--- config.mk ---
export PLATFORM = sky130hd
export DESIGN_NAME = piso_tx
export DESIGN_NICKNAME = d
export VERILOG_FILES = /design/src/rtl/piso_tx.sv
export SDC_FILE = /design/constraint.sdc
export NUM_CORES = 1
export LEC_CHECK = 0
export BUFFER_PORTS_ARGS = -buffer_cell sky130_fd_sc_hd__buf_2
export CORE_UTILIZATION = 45
export CTS_BUF_LIST = sky130_fd_sc_hd__clkbuf_4
export CTS_CLUSTER_SIZE = 24
export DETAILED_ROUTE_END_ITERATION = 16
export MAX_ROUTING_LAYER = met4
export PLACE_DENSITY = 0.69
export SLEW_MARGIN = 20
export SYNTH_ARGS = -nofsm -noshare
export SYNTH_HDL_FRONTEND = slang
export SYNTH_SLANG_ARGS = --single-unit
--- constraint.sdc ---
create_clock -name clk -period 1.95 [get_ports clk]
set_clock_uncertainty 0.05 [all_clocks]
set_input_delay 0 -clock clk [delete_from_list [all_inputs] [get_ports clk]]
set_output_delay 0 -clock clk [all_outputs]
set_load 0.03 [all_outputs]
--- src/rtl/piso_tx.sv ---
// -----------------------------------------------------------------------------
// piso_tx -- parallel-in serial-out transmitter.
//
// This block takes a WIDTH-bit word through a valid/ready load port and sends it
// out MSB first. It sends one bit per cycle in which shift_en is high. It is the
// transmit end of a link whose receive end is a SIPO shift register. The SIPO
// shares shift_en, and serial_out drives the SIPO's serial_in.
//
// Optional feature (compile-time macro PISO_TX_HOLD_BUF_EN):
//   This adds a one-word hold register. While a word is shifting, the next word
//   can be accepted and parked in it. It then moves into the shift register on
//   the last-bit edge, so back-to-back words have no IDLE gap.
//
// Parameters:
//   WIDTH       word width in bits (>= 2)
// Ports:
//   clk         clock, rising edge
//   rst         synchronous active-high reset
//   shift_en    advance one bit this cycle (ignored while idle)
//   load_valid  load_data holds a word to send
//   load_data   word to send, bit WIDTH-1 first
//   load_ready  word can be accepted this cycle (0 while rst is high)
//   serial_out  current line bit, registered; 0 when idle
//   busy        a word is in the shift register
//   word_done   one-cycle pulse after the final shift edge of a word
// -----------------------------------------------------------------------------
module piso_tx #(
    parameter int WIDTH = 8
) (
    input  logic             clk,
    input  logic             rst,
    input  logic             shift_en,
    input  logic             load_valid,
    input  logic [WIDTH-1:0] load_data,
    output logic             load_ready,
    output logic             serial_out,
    output logic             busy,
    output logic             word_done
);

    localparam int CW = $clog2(WIDTH) + 1;

    typedef enum logic {
        IDLE  = 1'b0,
        SHIFT = 1'b1
    } state_t;

    state_t           state_q, state_d;
    logic [WIDTH-1:0] sreg_q, sreg_d;
    logic [CW-1:0]    count_q, count_d;
    logic             serial_q, serial_d;
    logic             done_q, done_d;
    logic             accept;
    logic             last_bit;

`ifdef PISO_TX_HOLD_BUF_EN
    logic [WIDTH-1:0] hbuf_q, hbuf_d;
    logic             hbuf_vld_q, hbuf_vld_d;

    // While shifting, a word can be accepted as long as the hold slot is free.
    assign load_ready = !rst && ((state_q == IDLE) || !hbuf_vld_q);
`else
    assign load_ready = !rst && (state_q == IDLE);
`endif

    assign accept   = load_valid && load_ready;
    assign last_bit = (state_q == SHIFT) && shift_en && (count_q == CW'(WIDTH - 1));

    always_comb begin
        state_d = state_q;
        sreg_d  = sreg_q;
        count_d = count_q;
        done_d  = 1'b0;
`ifdef PISO_TX_HOLD_BUF_EN
        hbuf_d     = hbuf_q;
        hbuf_vld_d = hbuf_vld_q;
`endif
        case (state_q)
            IDLE: begin
                if (accept) begin
                    sreg_d  = load_data;
                    count_d = '0;
                    state_d = SHIFT;
                end
            end
            SHIFT: begin
`ifdef PISO_TX_HOLD_BUF_EN
                // Park an accepted word unless it goes straight into sreg on
                // the last-bit edge below.
                if (accept && !(last_bit && !hbuf_vld_q)) begin
                    hbuf_d     = load_data;
                    hbuf_vld_d = 1'b1;
                end
`endif
                if (shift_en) begin
                    sreg_d = {sreg_q[WIDTH-2:0], 1'b0};
                    if (last_bit) begin
                        count_d = '0;
                        done_d  = 1'b1;
`ifdef PISO_TX_HOLD_BUF_EN
                        if (hbuf_vld_q) begin
                            sreg_d     = hbuf_q;
                            hbuf_vld_d = 1'b0;
                        end else if (accept) begin
                            sreg_d = load_data;
                        end else begin
                            state_d = IDLE;
                        end
`else
                        state_d = IDLE;
`endif
                    end else begin
                        count_d = count_q + CW'(1);
                    end
                end
            end
            default: state_d = IDLE;
        endcase
        // The line bit is registered, so compute it from next-state values.
        serial_d = (state_d == SHIFT) ? sreg_d[WIDTH-1] : 1'b0;
    end

    always_ff @(posedge clk) begin
        if (rst) begin
            state_q  <= IDLE;
            sreg_q   <= '0;
            count_q  <= '0;
            serial_q <= 1'b0;
            done_q   <= 1'b0;
`ifdef PISO_TX_HOLD_BUF_EN
            hbuf_q     <= '0;
            hbuf_vld_q <= 1'b0;
`endif
        end else begin
            state_q  <= state_d;
            sreg_q   <= sreg_d;
            count_q  <= count_d;
            serial_q <= serial_d;
            done_q   <= done_d;
`ifdef PISO_TX_HOLD_BUF_EN
            hbuf_q     <= hbuf_d;
            hbuf_vld_q <= hbuf_vld_d;
`endif
        end
    end

    assign serial_out = serial_q;
    assign busy       = (state_q == SHIFT);
    assign word_done  = done_q;

endmodule

=== Word level (Yosys, flattened, before mapping) ===
Cells that the tools add are included.

* Register bits after elaboration: 15
* Word-level logic and storage cells: 33
* Output and inout bits: 4
* Bits of input ports: 12

* Add/sub/neg operators: 1
* Equal/unequal tests: 3
* Bitwise logic cells: 3
* Multiplexer cells: 12
* Reductions and logical operators: 8

{| class="wikitable"
|+ Operators by type and width
! kind !! number
|-
| two-way mux 8 bit || 2
|-
| case mux 8 bit (2 select lines) || 1
|-
| two-way mux 4 bit || 3
|-
| case mux 4 bit (2 select lines) || 1
|-
| adder 4 x 1 -> 4 bit (second input constant) || 1
|-
| == test 4 x 3 -> 1 bit (second input constant) || 1
|-
| logical AND 1 bit || 4
|-
| two-way mux 1 bit || 4
|-
| != test 2 bit (second input constant) || 2
|-
| NOT 1 bit || 3
|-
| OR reduction 3 bit || 1
|-
| case mux 1 bit (2 select lines) || 1
|-
| AND reduction 2 bit || 1
|-
| OR reduction 2 bit || 1
|-
| logical NOT 1 bit || 1
|}

=== Longest topological paths before layout ===
* Depth after elaboration: 7
* Depth in mapped cells: 5
* Depth with buffers taken out: 4

=== Worst setup path after synthesis ===
Ideal clock, no wire load.

* Kind: reg-to-reg
* Start: reg state_q, in the netlist busy
* End: reg sreg_q[7]
* Arrival time: 1244 ps
* Stages on the path, launching flop included: 6
* Path buffers: 2
* Setup time: 125 ps
* Required time: 1775 ps
* Slack: 531 ps
* Cells stage by stage: dfxtp_1 > buf_6 > or3b_1 > buf_2 > nor2_1 > a211oi_2

* Longest elaborated chain between the ends: 5

{| class="wikitable"
|+ RTL lines
! what !! line !! text
|-
| from (decl) || 48 || <nowiki>state_t state_q, state_d;</nowiki>
|-
| from (signal assigned) || 135 || <nowiki>state_q <= state_d;</nowiki>
|-
| NOT 1 bit || - ||
|-
| logical AND 1 bit || 63 || <nowiki>assign load_ready = !rst && (state_q == IDLE);</nowiki>
|-
| logical AND 1 bit || 66 || <nowiki>assign accept = load_valid && load_ready;</nowiki>
|-
| two-way mux 8 bit || 80 || <nowiki>if (accept) begin</nowiki>
|-
| case mux 8 bit (2 select lines) (*) || 78 || <nowiki>case (state_q)</nowiki>
|-
| to (signal assigned) || 136 || <nowiki>sreg_q <= sreg_d;</nowiki>
|-
| to (decl) || 49 || <nowiki>logic [WIDTH-1:0] sreg_q, sreg_d;</nowiki>
|}

Every way passes the cells marked *; elsewhere a longest branch is shown, timed or not. The select of a mux whose other input is x is not followed.
A chain may end at the register's enable or synchronous reset.

=== Worst setup path after layout ===
* Start: reg state_q, in the netlist busy
* End: reg count_q[3]

* Longest elaborated chain between the ends: 5
* Elaborated cells between the ends (all ways): 11
* Classes of those cells: eq/ne (2); mux (3); bitwise (1); reduce/logical (5)

{| class="wikitable"
|+ RTL lines
! what !! line !! text
|-
| logical AND 1 bit or NOT 1 bit (tied branches) || - ||
|-
| logical AND 1 bit, on equally long branches || 67, 63 ||
|-
| two-way mux 4 bit or logical AND 1 bit (tied branches) || 97, 66 ||
|-
| two-way mux 4 bit or != test 2 bit (tied branches) || - ||
|-
| case mux 4 bit (2 select lines) or AND reduction 2 bit (tied branches) || - ||
|-
| to (signal assigned) || 137 || <nowiki>count_q <= count_d;</nowiki>
|-
| to (decl) || 50 || <nowiki>logic [CW-1:0] count_q, count_d;</nowiki>
|}

Several ways; a longest one is shown, not always the timed one. The select of a mux whose other input is x is not followed.

==> insert_results.sql <==
INSERT INTO impl_metrics (metric_group, metric, value, unit) VALUES
('cells_and_area', 'layout-drive-gt1-share', '0.237', ''),
('global_routing', 'antenna_found_initial', '0', ''),
('sta', 'setup_tns', '0', 'ns'),
('setup_path', 'required', '2.10', 'ns'),
('sta', 'finalCritPeriodShare', '0.778', ''),
('power_and_ir_drop', 'power.share.clock', '0.309', ''),
('die', 'floorplan.rows', '13', ''),
('run', 'timing.max_cap.violations', '0', ''),
('power_and_ir_drop', 'power_per_cell_area', '737', 'nW/µm²'),
('synth', 'synth.lib_cells_used.distinct', '26', ''),
('power_and_ir_drop', 'total_switching_power', '0.000165', 'W'),
('setup_path', 'timing.critical_path.buf_inv', '0', ''),
('power_and_ir_drop', 'power.share.combinational', '0.156', ''),
('die', 'die_x', '40.0', 'µm'),
('placed_design', 'io_buffers', '15', ''),
('setup_path', 'startpoint_type_of_the_worst_setup_path', 'flop', ''),
('detailed_routing', 'antenna_violating_nets_post_route', '0', ''),
('cells_and_area', 'areaGrowthSynthToFinish', '29.6', '%'),
('global_routing', 'gr-usage-all-layers', '0.196', ''),
('detailed_routing', 'dr_pass1_iterations', '4', ''),
('power_and_ir_drop', 'netSwitchingFraction', '0.266', ''),
('sta', 'relSlewSlack', '0.636', ''),
('synth', 'ys_seq_area_frac', '0.462', ''),
('sta', 'grt_setup_unrepaired', 'no', ''),
('min_path', 'worstHoldPathType', 'in2reg', ''),
('sta', 'number_of_pins_with_negative_max_slew_slack_in_the_final_report', '0', ''),
('clock_network', 'worstSkewPairLatency', '0.28', 'ns'),
('synth', 'synth.avg_cell_area', '8.91', 'µm²'),
('placed_design', 'gp_congestion', '0.807', ''),
('setup_path', 'timing.critical_path.slowest_stage_cell', 'sky130_fd_sc_hd__dfxtp_1', ''),
('sta', 'hold_viol', '0', ''),
('clock_network', 'clock-root-buffer', 'sky130_fd_sc_hd__clkbuf_4', ''),
('sta', 'worstMarginPinSlew', '0.538', 'ns'),
('global_routing', 'global_route_congestion_overflow_total', '0', ''),
('clock_network', 'clock_tree.buffer_depth', '2', ''),
('cells_and_area', 'antenna_cells', '0', ''),
('detailed_routing', 'num_vias', '633', ''),
('sta', 'maxClockFrequency', '0.659', 'GHz'),
('global_routing', 'pin_count_of_the_biggest_net_entering_global_routing', '16', ''),
('setup_path', 'critPathMaxStageDelay', '0.52', 'ns'),
('detailed_routing', 'totalWireLength', '1370', 'µm'),
('global_routing', 'first_global_vias', '501', ''),
('cells_and_area', 'instances_no_fill', '112', ''),
('die', 'fp.dieArea', '1600', 'µm²'),
('synth', 'synth_fp_nets', '86', ''),
('clock_network', 'clock_input_transition_at_the_sequential_cells_of_the_worst_setup_and_hold_paths', '0.09', 'ns'),
('setup_path', 'timing_worst_setup_path_type', 'reg2reg', ''),
('clock_network', 'tritoncts.num_buffers', '3', ''),
('power_and_ir_drop', 'seq_power_share', '0.534', ''),
('synth', 'yosysWarnings', '0', ''),
('sta', 'finalWorstPathRequiredPeriod', '1.52', 'ns'),
('placed_design', 'placed_area', '723', 'µm²'),
('die', 'area_inside_the_core_boundary', '1320', 'µm²'),
('die', 'fp.dieH', '40.0', 'µm'),
('synth', 'synthCells', '73', ''),
('placed_design', 'post-place-ws', '0.470', 'ns'),
('setup_path', 'critical_path.max_fanout', '11', ''),
('detailed_routing', 'drc_markers', '0', ''),
('placed_design', 'numPlacedInstances', '99', ''),
('placed_design', 'place.detailed.hpwl', '927', 'µm'),
('setup_path', 'critPathTopFamily', 'simple AND/OR/NAND/NOR gates', ''),
('setup_path', 'path_cells', 'nand2_1, or3_1, o211ai_1', ''),
('power_and_ir_drop', 'static-leakage-power', '0.335', 'nW'),
('sta', 'finalWorstSetupSlack', '0.433', 'ns'),
('global_routing', 'wire_length_of_the_first_global_routing_pass', '2040', 'µm'),
('status', 'status', 'complete, no violations', ''),
('detailed_routing', 'route.detailed.vias_per_inst', '5.65', ''),
('cells_and_area', 'finalInstanceArea', '843', 'µm²'),
('power_and_ir_drop', 'power.ir.vdd_worst', '0.389', 'mV'),
('detailed_routing', 'dr.first_iter.drc_count', '11', ''),
('setup_path', 'cp.arrival', '1.67', 'ns'),
('die', 'initial_utilization', '0.494', ''),
('power_and_ir_drop', 'internal-power', '0.000456', 'W'),
('die', 'top_level_ports', '16', ''),
('setup_path', 'critPathCaptureType', 'flop', ''),
('synth', 'postSynthRegisterBits', '15', ''),
('clock_network', 'clock_tree.htree_level_count', '1', ''),
('detailed_routing', 'drt-wirelength-per-cell', '12.2', 'µm'),
('clock_network', 'cts_tree', 'built', ''),
('clock_network', 'cts_sinks', '15', ''),
('cells_and_area', 'num-nets-final', '111', ''),
('sta', 'timing.final.setup_violations', '0', ''),
('synth', 'netlist_area', '651', 'µm²');
-- Yosys cell counts --
master,number,area share
sky130_fd_sc_hd__a211oi_2,1,0.019
sky130_fd_sc_hd__a21oi_1,9,0.069
sky130_fd_sc_hd__a22oi_1,6,0.069
sky130_fd_sc_hd__and2_0,1,0.0096
sky130_fd_sc_hd__buf_2,2,0.015
sky130_fd_sc_hd__buf_6,1,0.017
sky130_fd_sc_hd__clkbuf_1,2,0.012
sky130_fd_sc_hd__dfxtp_1,15,0.46
sky130_fd_sc_hd__ha_1,1,0.019
sky130_fd_sc_hd__inv_1,2,0.012
sky130_fd_sc_hd__mux2i_1,1,0.015
sky130_fd_sc_hd__nand2_1,5,0.029
sky130_fd_sc_hd__nand2b_1,1,0.0096
sky130_fd_sc_hd__nand3_1,11,0.085
sky130_fd_sc_hd__nand3b_1,1,0.012
sky130_fd_sc_hd__nand4_1,3,0.029
sky130_fd_sc_hd__nor2_1,2,0.012
sky130_fd_sc_hd__nor3b_2,1,0.019
sky130_fd_sc_hd__nor4_1,1,0.0096
sky130_fd_sc_hd__o211ai_1,1,0.012
sky130_fd_sc_hd__o21ai_0,1,0.0077
sky130_fd_sc_hd__o311ai_1,1,0.013
sky130_fd_sc_hd__o31ai_1,1,0.012
sky130_fd_sc_hd__or2_2,1,0.0096
sky130_fd_sc_hd__or3_1,1,0.0096
sky130_fd_sc_hd__or3b_1,1,0.013
-- area by class of cell --
type,instances,area (µm²)
Tap cell,15,18.8
Fill cell,104,474
Timing Repair Buffer,25,173
Clock buffer,4,30.0
Sequential cell,15,300
Multi-Input combinational cell,51,314
Inverter,2,7.51
-- power groups by stage --
| stage | Sequential (W) | Clock [W] | Combinational (W) |
|---|---|---|---|
| after floorplan | 0.000341 | 0 | 0.0000566 |
| after global placement | 0.000338 | 0 | 0.0000828 |
| after detailed placement | 0.000339 | 0 | 0.0000823 |
| after CTS | 0.000332 | 0.000193 | 0.0000966 |
| after global routing | 0.000334 | 0.000207 | 0.000105 |
| final | 0.000332 | 0.000192 | 0.0000971 |
-- repair_timing --
action                    4_1_cts  5_1_grt
hold endpoints to repair        8        0
setup buffers                   0        0
hold buffers                    9        0
resized for setup               0        0
-- flip-flops by register name, indices dropped and copies added, names as in the netlist --
register    count
sreg_q          8
count_q         4
busy            1
serial_out      1
word_done       1
-- layer usage --
metal / track usage / vias to the layer above / share of wire / wire length [µm]
met3: 0.0389 / 4 / 0.047 / 65
li1: - / 317 / - / -
met5: - / - / 0 / 0
met2: 0.286 / 20 / 0.44 / 601
met4: 0.103 / 0 / 0.021 / 29
met1: 0.253 / 292 / 0.49 / 674
-- per-stage QoR --
stage | util | total power, W | hold slack, ns
floorplan | - | 0.000397 | 0.0146
global placement | 0.549 | 0.000421 | 0.174
detailed placement | 0.549 | 0.000422 | 0.175
CTS | 0.640 | 0.000622 | 0.0294
global route | 0.640 | 0.000646 | 0.0490
finish | 0.640 | 0.000622 | 0.0270
-- cell families (layout without fill, tap and decap cells) --
family | Yosys count | count (layout) | share of synthesized area
fa+ha+maj | 1 | 1 | 0.0192
mux | 1 | 1 | 0.0154
flops | 15 | 15 | 0.462
buf+inv | 7 | 31 | 0.0558
compound gates | 20 | 20 | 0.202
simple gates | 29 | 29 | 0.246
-- layout by cell type, fill, tap and decap left out, types with 2 or more instances in the layout --
cell type and instances:
sky130_fd_sc_hd__nand4_1 3, sky130_fd_sc_hd__inv_1 2, sky130_fd_sc_hd__dfxtp_1 15, sky130_fd_sc_hd__nand2_1 5, sky130_fd_sc_hd__buf_2 15, sky130_fd_sc_hd__a22oi_1 6
sky130_fd_sc_hd__nor2_1 2, sky130_fd_sc_hd__nand3_1 11, sky130_fd_sc_hd__dlygate4sd3_1 9, sky130_fd_sc_hd__a21oi_1 9, sky130_fd_sc_hd__clkbuf_4 4
-- worst paths after layout --
kind	start	to	slack [ns]	cells after the start
worst max-delay path	busy	count_q[3]	0.43	3
worst min-delay path	rst	sreg_q[7]	0.03	2
worst max register to register	busy	count_q[3]	0.43	3
worst min register to register	sreg_q[3]	sreg_q[3]	0.42	2
Note: power is estimated with default switching activity, not from simulation.
